<file path="config.mk">
export PLATFORM = sky130hd
export DESIGN_NAME = alu_result_stage
export DESIGN_NICKNAME = d
export VERILOG_FILES = /design/src/rtl/alu_result_stage.sv
export SDC_FILE = /design/constraint.sdc
export NUM_CORES = 1
export LEC_CHECK = 0
export ABC_AREA = 0
export CAP_MARGIN = 20
export CORE_MARGIN = 3
export CORE_UTILIZATION = 30
export DETAILED_ROUTE_END_ITERATION = 6
export PLACE_DENSITY_LB_ADDON = 0.2
export SYNTH_ARGS = -nofsm -noshare
export SYNTH_HDL_FRONTEND = slang
export SYNTH_SLANG_ARGS = --single-unit
export TNS_END_PERCENT = 20
</file>
<file path="constraint.sdc">
create_clock -name clk -period 1.8 [get_ports clk]
set_input_delay 0.18 -clock clk [delete_from_list [all_inputs] [get_ports clk]]
set_output_delay 0.18 -clock clk [all_outputs]
set_load 0.01 [all_outputs]
</file>
<file path="src/rtl/alu_result_stage.sv">
// Result stage behind the adder: derives N/Z/C/V for each accepted sum and
// buffers result+flags in a small FIFO toward a possibly stalling consumer.
module alu_result_stage #(
  parameter int WIDTH = 8,
  parameter int DEPTH = 2
) (
  input  logic                       clk,
  input  logic                       rst_n,
  input  logic                       in_valid,
  output logic                       in_ready,
  input  logic [WIDTH-1:0]           a_i,
  input  logic [WIDTH-1:0]           b_i,
  input  logic [WIDTH-1:0]           sum,
  input  logic                       carry,
  output logic                       out_valid,
  input  logic                       out_ready,
  output logic [WIDTH-1:0]           res_o,
  output logic [3:0]                 flags_o,
  output logic [$clog2(DEPTH+1)-1:0] count_o
);

  localparam int CW = $clog2(DEPTH+1);
  localparam int PW = $clog2(DEPTH);

  logic [WIDTH-1:0] res_mem [DEPTH];
  logic [3:0]       flg_mem [DEPTH];
  logic [PW-1:0]    wr_ptr;
  logic [PW-1:0]    rd_ptr;
  logic [CW-1:0]    count;
  logic             push;
  logic             pop;
  logic [3:0]       flags_new;

  // in_ready comes only from registered count, so a pop never frees a slot
  // for a push in the same cycle.
  assign in_ready  = (count != CW'(DEPTH));
  assign out_valid = (count != '0);
  assign push      = in_valid && in_ready;
  assign pop       = out_valid && out_ready;

  assign flags_new[3] = sum[WIDTH-1];
  assign flags_new[2] = (sum == '0);
  assign flags_new[1] = carry;
  assign flags_new[0] = (a_i[WIDTH-1] == b_i[WIDTH-1]) && (sum[WIDTH-1] != a_i[WIDTH-1]);

  always_ff @(posedge clk or negedge rst_n) begin
    if (!rst_n) begin
      for (int i = 0; i < DEPTH; i++) begin
        res_mem[i] <= '0;
        flg_mem[i] <= '0;
      end
    end else if (push) begin
      res_mem[wr_ptr] <= sum;
      flg_mem[wr_ptr] <= flags_new;
    end
  end

  always_ff @(posedge clk or negedge rst_n) begin
    if (!rst_n) begin
      wr_ptr <= '0;
      rd_ptr <= '0;
      count  <= '0;
    end else begin
      if (push)
        wr_ptr <= (wr_ptr == PW'(DEPTH-1)) ? '0 : wr_ptr + PW'(1);
      if (pop)
        rd_ptr <= (rd_ptr == PW'(DEPTH-1)) ? '0 : rd_ptr + PW'(1);
      if (push && !pop)
        count <= count + CW'(1);
      else if (pop && !push)
        count <= count - CW'(1);
    end
  end

  assign res_o   = res_mem[rd_ptr];
  assign flags_o = flg_mem[rd_ptr];
  assign count_o = count;

endmodule
</file>
======== Yosys cells after proc, flatten, opt, wreduce, memory -nomap -nowiden ========
Index checks and enable logic that the tools add are counted.
word-level totals
  register bits after elaboration ......... 28
  latch bits .............................. 0
  memory bits (writable) .................. 0
  memory bits (read-only) ................. 0
  logic and storage cells ................. 46
  memories kept ........................... 0
cells by class
  $add $sub $neg .......................... 4
  multiply operators ...................... 0
  div/mod/pow operators ................... 0
  $lt $le $gt $ge ......................... 3
  eq/ne operators ......................... 3
  shifts and indexed selects .............. 0
  multiplexer cells ....................... 16
  bitwise gates (word level) .............. 2
  reduce and logical (&&, ||, !) cells .... 11
operators with widths
  operator               count
  $mux W8                4
  $bwmux W16             1
  $mux W4                4
  $bwmux W8              1
  $demux W8 S1           1
  $logic_not A8 Y1       1
  $logic_and A1 B1 Y1    6
  $demux W4 S1           1
  $ge A2 B2 Y1 const B   2
  $mux W2                2
  $not A1 Y2             2
  $reduce_bool A2 Y1     2
  $add A1 B1 Y1 const B  2
  $add A2 B1 Y2 const B  1
  $logic_not A1 Y1       2
  $lt A2 B1 Y1 const B   1
  $mux W1                2
  $ne A2 B2 Y1 const B   1
  $sub A2 B1 Y2 const B  1
  $eq A1 B1 Y1           1
  $ne A1 B1 Y1           1

======== Logic depth before layout (Yosys ltp) ========
Gate-level depths: netlist of the first run.
  depth in word-level cells ............... 6
  gate-level depth with buffers ........... 6
  mapped depth without buffers ............ 6

======== Worst setup path before layout of the first run ========
No wires, ideal clock.
  kind .................................... reg-to-reg
  start ................................... register count[0] (netlist: count_o[0])
  end ..................................... register count[1] (netlist: count_o[1])
  setup time .............................. 0.130 ns
  arrival time ............................ 1.372 ns
  data required time ...................... 1.670 ns
  slack ................................... 0.298 ns
  cell stages (with the launch flop) ...... 7
  path buffers ............................ 0
  period minus slack after synthesis ...... 1.502 ns
  cells stage by stage .................... dfrtp_1 or2_2 nand2_1 ha_1 xor2_1 nor2_1 xor2_1
between the ends
  word-level cells in the longest chain between the ends .. 5
ends and longest elaborated chain
  element                                        line  RTL
  from (decl)                                    29    logic [CW-1:0] count;
  from (signal assigned)                         69    count <= count + CW'(1);
  from (signal assigned)                         71    count <= count - CW'(1);
  $reduce_bool A2 Y1 *                           37    assign out_valid = (count != '0);
  net out_valid                                  15    output logic out_valid,
  $logic_and A1 B1 Y1 *                          39    assign pop = out_valid && out_ready;
  $logic_not A1 Y1                               68    if (push && !pop)
  $logic_and A1 B1 Y1                            68
  $mux W2 or $reduce_bool A2 Y1 (tied branches)  -
Mark *: on every way through the listed nets, which the timed path passes. The rest lies on a longest branch. The select of a mux whose other input is x is not followed.
A chain may end at the register's enable or synchronous reset.

======== Worst setup path in the final report of the first run ========
  start ................................... register rd_ptr
  end ..................................... output flags_o[2]
between the ends
  word-level cells in the longest chain between the ends .. 4
ends and longest elaborated chain
  element                                      line  RTL
  from (decl)                                  28    logic [PW-1:0] rd_ptr;
  from (signal assigned)                       67    rd_ptr <= (rd_ptr == PW'(DEPTH-1)) ? '0 : rd_ptr + PW'(1);
  $not A1 Y2 (not written as such)             76    assign flags_o = flg_mem[rd_ptr];
  $mux W4 (not written as such) (3 in series)  76
  to (decl)                                    18    output logic [3:0] flags_o,
No other way between the ends. The select of a mux whose other input is x is not followed.

==> qor.yml, run 1 <==
avgSynthCellArea_sq_um: 14.7
synth_flop_cell: "dfrtp_1"
finalCritPeriodShare: 0.960
clkPwrFrac: 0.160
p_seq_frac: 0.343
clkTransAtPathRegs_ns: 0.09
die_h_um: 70.6
final-setup-viol-count: 0
ant_nets: 0
cp_max_fo: 7
power_density_mw_per_mm2: 1790
ios: 45
synth_nets: 115
core_sq_mm: 0.00385
drt_iter0_drc: 20
ff2ff_setup_slack_ns: 0.28
hold_buffers: 0
p_int_uw: 2090
cts_buffers: 3
wl_per_cell_um: 14.6
reg2reg_to: "count_o[1]"
crit_buf_inv: 2
h-tree-depth: 1
r2r_start: "count_o[0]"
antenna_found_initial: 0
cts.sinks: 26
nets: 149
crit_path_end_kind: "primary output"
final-hold-violation-count: 0
path_class: "reg2out"
maxSlewHeadroom: 0.760
crit_family: "buffers and inverters"
cts_root_buffer: "clkbuf_8"
synth_edf_count: 0
synth_area_sq_mm: 0.00125
hold_path.class: "in2async"
worst_skew_pair.late_latency_ns: 0.27
drv_slew: 0
p_comb_frac: 0.496
rsz0062_at_grt: "false"
outcome: "finished, final reports clean"
switchingPower_uw: 895
yosysUniqueCellTypes: 22
num-fill-cells: 363
routed_wl_mm: 2.43
grt_first_pass_wirelength_mm: 4.08
cts_buffer_depth: 2
arrival_ns: 1.55
io_buffers: 30
gp_congestion: 0.706
dp_hpwl_mm: 1.67
leakage_uw: 0.000783
tightest_slew_ns: 0.359
drive_gt1_frac: 0.364
grt_usage: 0.105
path_cells: "buf_4 > o21ai_0 > clkdlybuf4s50_1"
max_freq_ghz: 0.579
num_antenna_cells: 0
drv_cap: 0
cts_tree: "built"
drc: 0
seq_area_frac_synth: 0.519
area_growth_pct: 33.4
grt_max_degree: 27
max_stage_delay_ns: 0.56
die_w_um: 70.6
ys_warn_count: 0
netSwitchingFraction: 0.299
tns_ns: 0
rows: 22
reg2reg_depth: 5
via_per_inst: 4.59
start_util: 0.325
finalPower_uw: 2990
firstDrtPassIters: 4
gr-total-overflow: 0
dieArea_sq_mm: 0.00499
cp_slowest_cell: "clkdlybuf4s50_1"
ir_drop_uv: 879
vias: 762
skew_ns: 0.00873
fin_crit_ns: 1.73
grt_pass1_vias: 834
synthArstFlopShare: 1.00
crit_required_ns: 1.62
syn_inst: 85
ys_ff_latch: 26
setup.worst_path.start_class: "flop"
## cell usage after synthesis, types with 2 or more instances
library cell	n	area, sq um
xor2_1	3	26.3
mux2_2	20	225
nand2_1	4	15.0
xnor2_1	2	17.5
inv_1	2	7.51
dfrtp_1	26	651
o21ai_0	2	10.0
nor4_1	2	12.5
mux2i_1	2	20.0
mux2_4	10	150
## power by group through the flow
stage	logic (uW)	registers, uW	clock network (uW)
3_5_place_dp	1600	1040	0
5_1_grt	1610	1060	517
3_3_place_gp	1590	1020	0
2_1_floorplan	1010	1010	0
4_1_cts	1550	1030	496
6_report	1480	1030	479
## how the worst max path moves through the flow
| stage | startpoint | end | depth (start not counted) |
|---|---|---|---|
| after detailed placement | in_valid | res_mem[13] | 3 |
| after global routing | rd_ptr | flags_o[2] | 3 |
| after global placement | in_valid | res_mem[13] | 3 |
| after CTS | rd_ptr | res_o[2] | 3 |
| after floorplan | count_o[0] | count_o[1] | 6 |
| final | rd_ptr | flags_o[2] | 3 |
## stage by stage
step           worst slack (ns)  hold WS [ns]  cells  cell area (sq um)   util
5_1_grt                 0.00848         0.298    166               1670  0.434
3_3_place_gp              0.233         0.480    162               1590  0.413
4_1_cts                 0.00438         0.283    166               1660  0.430
6_report                 0.0724         0.269    166               1670  0.434
3_5_place_dp              0.213         0.490    162               1590  0.413
2_1_floorplan             0.298        -0.116     85               1250      -
## kinds of logic after synthesis
family          after synthesis  share of synthesized area
xor+xnor                      5                     0.0349
fa+ha+maj                     1                    0.00998
buf+inv                       6                     0.0409
simple gates                 13                     0.0719
mux                          32                      0.315
compound gates                2                    0.00798
flops                        26                      0.519
## what timing repair did
item	CTS	global route
buffers inserted	0	0
setup endpoints to repair	5	6
gates cloned	0	0
pin swaps	0	0
gates resized for setup	5	6
## layout make-up
type / count / area (sq um) / share of cell area
flip-flops and latches: 26 / 651 / 0.389
multi-input cells: 53 / 552 / 0.330
repair buffers: 33 / 332 / 0.198
well taps: 48 / 60.1 / 0.0359
clock buffers: 3 / 41.3 / 0.0247
clock inverters: 1 / 30.0 / 0.0180
inverters: 2 / 7.51 / 0.00449
## routing by layer
metal,vias to the layer above,part of all wire,global-route usage
met3,2,0.068,0.0426
met2,27,0.43,0.147
met1,373,0.50,0.152
li1,360,-,-
met4,0,0.0070,0.0251
met5,-,0,0
## placed cells by master (no fill, tap or decap), drive strengths merged, types with 2 or more instances in the layout
cell	n
nor4	2
dlymetal6s2s	6
xor2	3
o21ai	2
buf	3
dlygate4sd2	5
nand2	4
mux2	30
clkbuf	3
mux2i	2
clkdlybuf4s50	19
xnor2	2
inv	2
dfrtp	26
## flip-flops by register name (all words and copies together) (netlist names)
register  cells
wr_ptr        1
count_o       2
rd_ptr        1
res_mem      16
flg_mem       6
## worst reg2reg max path: stages (launching register included)
cell	delay (ns)
dfrtp_1	0.45
nand2b_4	0.18
and2_2	0.21
ha_1	0.32
nor2_1	0.13
xor2_1	0.15
Power figures use the tool's default switching activity.
==> run 2, diff against run 1 <==
Settings changed: CAP_MARGIN 20 to not set.
==> results of run 2 <==
Final layout, timing and power as in run 1 (identical DEF).
==> RTL edit, RTL diff (flow settings as in run 1) <==
`WIDTH`: 8 -> 12.
--- a/src/rtl/alu_result_stage.sv
+++ b/src/rtl/alu_result_stage.sv
@@ -1,7 +1,7 @@
 // Result stage behind the adder: derives N/Z/C/V for each accepted sum and
 // buffers result+flags in a small FIFO toward a possibly stalling consumer.
 module alu_result_stage #(
-  parameter int WIDTH = 8,
+  parameter int WIDTH = 12,
   parameter int DEPTH = 2
 ) (
   input  logic                       clk,
Interface: changed (resized a_i, b_i, res_o and sum); port bits go from 45 to 61. The function was not compared with the original's and may differ.
==> RTL edit against run 1 <==
- critical path depth fell by 1
- utilization shrank 0.37 points
- sequential share of layout area rose by 1.1 points
- worst setup slack gained 4.6 ps
- highest routed layer unchanged
- clock power rose by 6.9%
- synthesized area is 27% higher
- critical endpoint is now out_valid
- cell area is 27% higher
- largest cell class unchanged
- total power increased by 25%
- clock skew shrank 0.56 ps
- sequential cell count rose by 8
- die area is 25% higher
- hold slack improved by 35 ps
- routed wire length increased by 32%
==> RTL edit: results (changes against run 1) <==
DR WL met3 197 µm (+19%); VDD IR max 0.555 mV (-37%); P_comb 0.00187 W (+26%); Placer Congestion 0.734 (+4.1%); total power 0.00373 W (+25%); post_cts resized 14 (+9); non-clock buffer count 43 (+30%); share of the synthesized area in the top cell type 53.2% (+1.4 points); R2R depth 7 (+2); Clock buffers and inverters, area share 3.59% (-0.68 points); Pleak 0.943 nW (+20%); NonClk Buf Share 19.4% (-0.41 points); Reg clk slew, reported paths 70 ps (-20 ps); placed inst area 2060 µm² (+29%); all-layer global routing usage 11.2% (+0.70 points); slew at the pin closest to its max-slew limit 421 ps (+62.6 ps); max reg flops 24 (+8); share of power burned in registers 35.9% (+1.6 points); routed vias/inst 4.67 (+1.7%); fraction of layout cells with a size suffix above 1 38.6% (+2.1 points); Worst Path Max Fanout 5 (-2); met2 wire len 1520 µm (+47%); Multi-In Gates 67 (+26%); # port buffers 38 (+27%); first-pass GRT wire length 5400 µm (+32%); register area 851 µm² (+31%); grt met2 use 18.1% (+3.4 points); Fill cells 483 (+33%); TritonCTS Buffers 5 (+2); CP peak stage delay 480 ps (-80 ps); status finished clean; CTS sink count 34 (+31%); routed length on met1 1440 µm (+19%); sequential cell area share 40.0% (+1.1 points); largest net degree at the start of global routing 35 (+30%); vias in the first global route 1124 (+35%); internal power 0.00256 W (+22%); crit path from count_o[0]
-- RTL edit: logic make-up after synthesis --
logic type	after synthesis	share of synthesized area [%]
XOR/XNOR	5	2.74
buffers and inverters	8	3.21
AO/OA/AOI/OAI	3	1.10
adder cells (fa/ha/maj)	1	0.783
multiplexers	44	33.0
AND/OR/NAND/NOR	14	5.87
flip-flops	34	53.3
-- RTL edit: worst reg2reg max path, cell delays in order, from the launching register on --
cell	delay, ps
dfrtp_1	450
nor2b_4	180
inv_2	50
and2_1	180
ha_1	210
xor2_1	140
nor2_1	110
xor2_1	150
-- RTL edit: metrics by stage --
stage / hold WS [ps] / utilization, % / worst slack, ps
after floorplan: -116 / - / 255
after global placement: 473 / 41.6 / 231
after detailed placement: 489 / 41.6 / 200
after CTS: 320 / 42.9 / 1.69
after global routing: 348 / 43.0 / 12.5
final: 305 / 43.0 / 77.0
